<file path="src/rtl/fetch_prefetch_queue.sv">
// ---------------------------------------------------------------------------
// fetch_prefetch_queue
//
// Instruction-fetch front end with an in-order prefetch buffer. It issues
// sequential fetch requests to instruction memory and buffers up to DEPTH
// instructions with their PCs. The head entry is presented to decode. A
// taken-branch redirect flushes the buffer, and responses to requests made
// before the redirect are discarded when they return.
//
// Parameters:
//   PC_W       PC / address width (PC wraps modulo 2^PC_W)
//   INSTR_W    instruction width
//   DEPTH      buffer slots (power of two, >= 2)
//   RESET_PC   first fetch address after reset
//   NOP_INSTR  instruction shown on instr_D while valid_D is low
//
// Ports:
//   clk, reset          rising-edge clock, asynchronous active-high reset
//   redirect            taken branch: flush and refetch from redirect_pc
//   redirect_pc         new fetch address
//   stall_D             decode cannot accept the head entry this cycle
//   imem_req_valid      fetch request valid
//   imem_req_ready      memory accepts the request
//   imem_req_addr       fetch address
//   imem_rsp_valid      in-order response valid (always accepted)
//   imem_rsp_data       fetched instruction
//   valid_D             head entry valid for decode
//   instr_D             head instruction (NOP_INSTR when not valid)
//   pc_D                head PC (0 when not valid)
//   pc_plus4D           head PC + 4 (0 when not valid)
//   occupancy           allocated slots (filled + awaiting response)
// ---------------------------------------------------------------------------
module fetch_prefetch_queue #(
    parameter int                  PC_W      = 16,
    parameter int                  INSTR_W   = 32,
    parameter int                  DEPTH     = 4,
    parameter logic [PC_W-1:0]     RESET_PC  = '0,
    parameter logic [INSTR_W-1:0]  NOP_INSTR = 32'h0000_0013
) (
    input  logic                          clk,
    input  logic                          reset,
    input  logic                          redirect,
    input  logic [PC_W-1:0]               redirect_pc,
    input  logic                          stall_D,
    output logic                          imem_req_valid,
    input  logic                          imem_req_ready,
    output logic [PC_W-1:0]               imem_req_addr,
    input  logic                          imem_rsp_valid,
    input  logic [INSTR_W-1:0]            imem_rsp_data,
    output logic                          valid_D,
    output logic [INSTR_W-1:0]            instr_D,
    output logic [PC_W-1:0]               pc_D,
    output logic [PC_W-1:0]               pc_plus4D,
    output logic [$clog2(DEPTH+1)-1:0]    occupancy
);

    localparam int CW = $clog2(DEPTH + 1);
    localparam int PW = $clog2(DEPTH);
    localparam logic [CW-1:0] DEPTH_C = CW'(DEPTH);
    localparam logic [CW:0]   DEPTH_X = (CW + 1)'(DEPTH);

    logic [PC_W-1:0]    fetch_pc_r;
    logic [PC_W-1:0]    pc_mem_r    [DEPTH];
    logic [INSTR_W-1:0] instr_mem_r [DEPTH];
    logic [DEPTH-1:0]   filled_r;
    logic [PW-1:0]      head_r;
    logic [PW-1:0]      alloc_ptr_r;
    logic [PW-1:0]      fill_ptr_r;
    logic [CW-1:0]      alloc_cnt_r;
    logic [CW-1:0]      unfill_cnt_r;
    logic [CW-1:0]      drop_cnt_r;

    logic               accept_s;
    logic               rsp_drop_s;
    logic               rsp_fill_s;
    logic               pop_s;
    logic [CW:0]        inflight_s;
    logic [CW-1:0]      outstanding_s;
    logic [CW-1:0]      redir_drop_s;
    logic [DEPTH-1:0]   filled_next_s;

    // Request generation and response / pop qualification.
    always_comb begin
        // Stale responses still in flight occupy memory-side capacity, so
        // they count against the buffer limit until they have drained.
        inflight_s     = {1'b0, alloc_cnt_r} + {1'b0, drop_cnt_r};
        imem_req_valid = !reset && !redirect && (alloc_cnt_r < DEPTH_C)
                         && (inflight_s < DEPTH_X);
        imem_req_addr  = fetch_pc_r;
        accept_s       = imem_req_valid && imem_req_ready;
        rsp_drop_s     = imem_rsp_valid && (drop_cnt_r != '0);
        rsp_fill_s     = imem_rsp_valid && (drop_cnt_r == '0)
                         && (unfill_cnt_r != '0);
        valid_D        = filled_r[head_r];
        pop_s          = valid_D && !stall_D && !redirect;
    end

    // Number of responses still owed to the memory after a redirect; a
    // response arriving in the redirect cycle settles one of them.
    always_comb begin
        outstanding_s = drop_cnt_r + unfill_cnt_r;
        if (imem_rsp_valid && (outstanding_s != '0)) begin
            redir_drop_s = outstanding_s - CW'(1);
        end else begin
            redir_drop_s = outstanding_s;
        end
    end

    // Per-slot filled flag: accept, fill and pop never target the same slot.
    always_comb begin
        filled_next_s = filled_r;
        for (int i = 0; i < DEPTH; i++) begin
            if (accept_s && (alloc_ptr_r == PW'(i))) begin
                filled_next_s[i] = 1'b0;
            end else if (rsp_fill_s && (fill_ptr_r == PW'(i))) begin
                filled_next_s[i] = 1'b1;
            end else if (pop_s && (head_r == PW'(i))) begin
                filled_next_s[i] = 1'b0;
            end else begin
                filled_next_s[i] = filled_r[i];
            end
        end
    end

    // Buffer state, pointers, counters and fetch PC.
    always_ff @(posedge clk or posedge reset) begin
        if (reset) begin
            fetch_pc_r   <= RESET_PC;
            filled_r     <= '0;
            head_r       <= '0;
            alloc_ptr_r  <= '0;
            fill_ptr_r   <= '0;
            alloc_cnt_r  <= '0;
            unfill_cnt_r <= '0;
            drop_cnt_r   <= '0;
            for (int i = 0; i < DEPTH; i++) begin
                pc_mem_r[i]    <= '0;
                instr_mem_r[i] <= '0;
            end
        end else if (redirect) begin
            fetch_pc_r   <= redirect_pc;
            filled_r     <= '0;
            head_r       <= '0;
            alloc_ptr_r  <= '0;
            fill_ptr_r   <= '0;
            alloc_cnt_r  <= '0;
            unfill_cnt_r <= '0;
            drop_cnt_r   <= redir_drop_s;
        end else begin
            filled_r <= filled_next_s;

            if (accept_s) begin
                pc_mem_r[alloc_ptr_r] <= fetch_pc_r;
                alloc_ptr_r           <= alloc_ptr_r + PW'(1);
                fetch_pc_r            <= fetch_pc_r + PC_W'(4);
            end else begin
                fetch_pc_r <= fetch_pc_r;
            end

            if (rsp_fill_s) begin
                instr_mem_r[fill_ptr_r] <= imem_rsp_data;
                fill_ptr_r              <= fill_ptr_r + PW'(1);
            end else begin
                fill_ptr_r <= fill_ptr_r;
            end

            if (pop_s) begin
                head_r <= head_r + PW'(1);
            end else begin
                head_r <= head_r;
            end

            if (rsp_drop_s) begin
                drop_cnt_r <= drop_cnt_r - CW'(1);
            end else begin
                drop_cnt_r <= drop_cnt_r;
            end

            case ({accept_s, pop_s})
                2'b10:   alloc_cnt_r <= alloc_cnt_r + CW'(1);
                2'b01:   alloc_cnt_r <= alloc_cnt_r - CW'(1);
                default: alloc_cnt_r <= alloc_cnt_r;
            endcase

            case ({accept_s, rsp_fill_s})
                2'b10:   unfill_cnt_r <= unfill_cnt_r + CW'(1);
                2'b01:   unfill_cnt_r <= unfill_cnt_r - CW'(1);
                default: unfill_cnt_r <= unfill_cnt_r;
            endcase
        end
    end

    // Decode-facing view of the head slot, with bubble values when empty.
    always_comb begin
        if (valid_D) begin
            instr_D   = instr_mem_r[head_r];
            pc_D      = pc_mem_r[head_r];
            pc_plus4D = pc_mem_r[head_r] + PC_W'(4);
        end else begin
            instr_D   = NOP_INSTR;
            pc_D      = '0;
            pc_plus4D = '0;
        end
        occupancy = alloc_cnt_r;
    end

endmodule

</file>
<file path="config.mk">
export PLATFORM = sky130hd
export DESIGN_NAME = fetch_prefetch_queue
export DESIGN_NICKNAME = d
export VERILOG_FILES = /design/src/rtl/fetch_prefetch_queue.sv
export SDC_FILE = /design/constraint.sdc
export NUM_CORES = 1
export LEC_CHECK = 0
export ABC_AREA = 1
export BUFFER_PORTS_ARGS = -buffer_cell sky130_fd_sc_hd__buf_2
export CAP_MARGIN = 20
export CORE_UTILIZATION = 50
export CTS_BUF_LIST = sky130_fd_sc_hd__clkbuf_4 sky130_fd_sc_hd__clkbuf_8
export CTS_CLUSTER_SIZE = 10
export DETAILED_ROUTE_END_ITERATION = 10
export PLACE_DENSITY = 0.82
export SLEW_MARGIN = 20
export SYNTH_ARGS = -nofsm -noshare
export SYNTH_HDL_FRONTEND = slang
export SYNTH_SLANG_ARGS = --single-unit
</file>
<file path="constraint.sdc">
create_clock -name clk -period 19.92 [get_ports clk]
set_input_delay 1.992 -clock clk [delete_from_list [all_inputs] [get_ports clk]]
set_output_delay 1.992 -clock clk [all_outputs]
set_load 0.02 [all_outputs]
</file>
==> flow_summary_export.csv <==
group,metric,value,unit
synthesis,synth_area,11530,sq um
clocking,postCtsSetupRepairBufs,0,
placed_design,dp_cells,1796,
global_routing,grt_pass1_wl,46970,um
detailed_routing,vias_per_cell,5.487,
floorplan,die_area,23660,sq um
synthesis,synth_top_flop_cell,"dfrtp_1",
detailed_routing,wirelength,28410,um
detailed_routing,drc,0,
synthesis,yosysSeqAreaShare,49.28,%
layout,fillers,2060,
layout,multi_input_area,4853,sq um
sta,rsz0062_at_grt,"false",
synthesis,ys_warn_count,0,
power,ir_drop,0.00009015,V
critical_path,r2r_cells,13,
worst_hold_path,hold_depth,2,
global_routing,use_met1,33.41,%
synthesis,ys_types,42,
global_routing,met3_usage,3.861,%
synthesis,avgSynthCellArea,7.944,sq um
clocking,root_buffer,"clkbuf_8",
critical_path,critPathSlowestCell,"inv_2",
layout,final_cell_mix,"417 x nand2_1, 225 x dfrtp_1, 220 x o21ai_0, 138 x buf_2, 120 x inv_1",
floorplan,initial_utilization,50.91,%
floorplan,core_area,22640,sq um
placed_design,dp_hpwl,17720,um
floorplan,row_count,55,
synthesis,synth_edf_count,0,
clocking,hold_buffers,0,
global_routing,met2_usage,39.26,%
critical_path,path_cells,"inv_6, nand2_1, nand3_2, nand2_2, inv_2, o221ai_1, buf_2",
sta,max_freq,0.1762,GHz
sta,period_share,28.48,%
layout,final_common_cell,"nand2_1",
layout,instances_no_fill,1855,
global_routing,grt.overflow.total,0,
placed_design,routabilityCongestion,0.8409,
critical_path,max_stage_delay,0.74,ns
critical_path,end_kind,"output port",
clocking,cts_buffers,39,
detailed_routing,wl_per_cell,15.31,um
global_routing,grt_max_degree,106,
global_routing,grt_usage,24.44,%
detailed_routing,ant_nets,0,
status,status,"complete, no violations",
clocking,clk_latency,0.54,ns
floorplan,io_pins,139,
synthesis,async_reset_ff_share,100.0,%
detailed_routing,first_iter_violations,852,
critical_path,startpoint_type,"flip-flop",
sta,setup_tns,0,ns
critical_path,crit_family,"buffers and inverters",
critical_path,timing_worst_setup_path_type,"reg -> out",
synthesis,synth.net_count,1529,
sta,tightest_slew,0.9565,ns
clocking,htreeDepth,2,
critical_path,critPathBufInv,3,
placed_design,io_buffer_count,138,
global_routing,grt_pass1_vias,9576,
layout,nets,1630,
sta,setup_viol,0,
clocking,cts_resized,0,
sta,period_needed,5.674,ns
global_routing,antenna_found_initial,1,
detailed_routing,first_pass_iters,5,
power,power_density,107.9,nW/um^2
power,leakage,0.006781,uW
synthesis,yosys.area.top_type,"dfrtp_1",
sta,clock_skew,0.04055,ns
global_routing,busiest_layer,"met2",
floorplan,die_x,153.8,um
layout,drive_gt1_share,16.43,%
floorplan,dieHeight,153.8,um
layout,regArea,5683,sq um
layout,finish.utilization,56.95,%
synthesis,synth-seq-cells,227,
layout,antenna_cells,0,
job,drv_cap,0,
clocking,path_clk_slew,0.06,ns
critical_path,cp.required,17.93,ns
sta,drv_slew,0,
clocking,cts.sinks,227,
clocking,cts_buffer_depth,3,
worst_hold_path,hp-class,"reg -> reg",
synthesis,synth_top_area_share,49.28,%
clocking,tritoncts,"done",
synthesis,synth_area_leaders,"dfrtp_1 49%, nand2_1 14%, o21ai_0 9.6%",
detailed_routing,vias,10180,
sta,hold_viol,0,
synthesis,syn_inst,1451,
critical_path,cp.arrival,3.68,ns
layout,areaGrowthSynthToFinish,11.86,%
critical_path,path_max_fanout,105,
critical_path,worstSetupPathDepth,7,
sta,relSlewSlack,36.23,%
-- state kept, by name, indices dropped and copies added (netlist names) --
register	count
instr_mem_r	128
pc_mem_r	64
imem_req_addr	16
filled_r	4
drop_cnt_r	3
occupancy	3
unfill_cnt_r	3
alloc_ptr_r	2
fill_ptr_r	2
head_r	2
-- cell type report --
| type | count | share of cell area [%] |
|---|---|---|
| Tap cell | 285 | 2.766 |
| Clock inverter | 6 | 0.4755 |
| Timing Repair Buffer | 146 | 5.822 |
| Sequential cell | 227 | 44.08 |
| Inverter | 133 | 4.047 |
| Clock buffer | 53 | 5.172 |
| Multi-Input combinational cell | 1005 | 37.64 |
-- per-layer routing --
layer  wire length (um)  vias to the layer above
li1                   -                     4888
met1              12710                     4900
met2              13220                      344
met3               1723                       44
met4                736                        2
met5                 13                        -
-- metrics by stage --
step / hold slack [ns] / setup slack [ns] / total power [uW] / cell area, sq um
6_report: 0.4772 / 14.25 / 1391 / 12890
3_3_place_gp: 0.4622 / 14.79 / 973.0 / 12170
4_1_cts: 0.4808 / 14.24 / 1397 / 12890
2_1_floorplan: 0.4437 / 10.50 / 888.9 / 11530
5_1_grt: 0.4939 / 13.95 / 1481 / 12890
3_5_place_dp: 0.4671 / 14.75 / 989.7 / 12170
-- logic make-up after synthesis --
group           count (synthesis)  share of synthesized area (%)
simple gates                  616                          21.72
compound gates                350                          16.36
flops                         227                          49.28
buf+inv                       219                          8.695
fa+ha+maj                      24                          2.801
xor+xnor                       15                          1.140
-- Yosys cell counts (2+ instances only) --
| cell type | count |
|---|---|
| nand2_1 | 421 |
| inv_2 | 8 |
| inv_1 | 121 |
| nand4_1 | 6 |
| nor2_2 | 7 |
| buf_4 | 9 |
| buf_2 | 41 |
| nand3_1 | 45 |
| inv_4 | 2 |
| o21ai_1 | 56 |
| o21ai_2 | 5 |
| nand2_2 | 11 |
| ha_1 | 21 |
| a21oi_1 | 15 |
| fa_1 | 3 |
| clkbuf_1 | 25 |
| o22ai_1 | 30 |
| nor2_1 | 112 |
| nor3_1 | 5 |
| o21ai_0 | 220 |
| o221ai_1 | 8 |
| o211ai_1 | 9 |
| buf_6 | 9 |
| nand3_2 | 2 |
| xnor2_1 | 3 |
| xor2_1 | 12 |
| dfrtp_1 | 227 |
| nand2_4 | 3 |
| nor2_4 | 2 |
-- worst paths after layout --
check	startpoint	slack, ns	endpoint
max in group asynchronous	reset	16.89	instr_mem_r[86]
hold / removal	instr_mem_r[53]	0.48	instr_mem_r[53]
setup reg to reg	head_r[0]	16.77	occupancy[2]
min in group asynchronous	reset	1.60	pc_mem_r[20]
setup / recovery	head_r[0]	14.25	instr_D[0]
hold reg to reg	instr_mem_r[53]	0.48	instr_mem_r[53]
-- where the power goes --
group / total (uW) / switching, uW / internal [uW]
logic: 379 / 245 / 134
registers: 607 / 60.2 / 547
clock network: 404 / 177 / 227
-- tightest hold or removal path, stage by stage, from the launching register on --
cell     delay (ns)
dfrtp_1        0.33
nand2_1        0.05
o21ai_0        0.06
(Power assumes the default switching activity.)
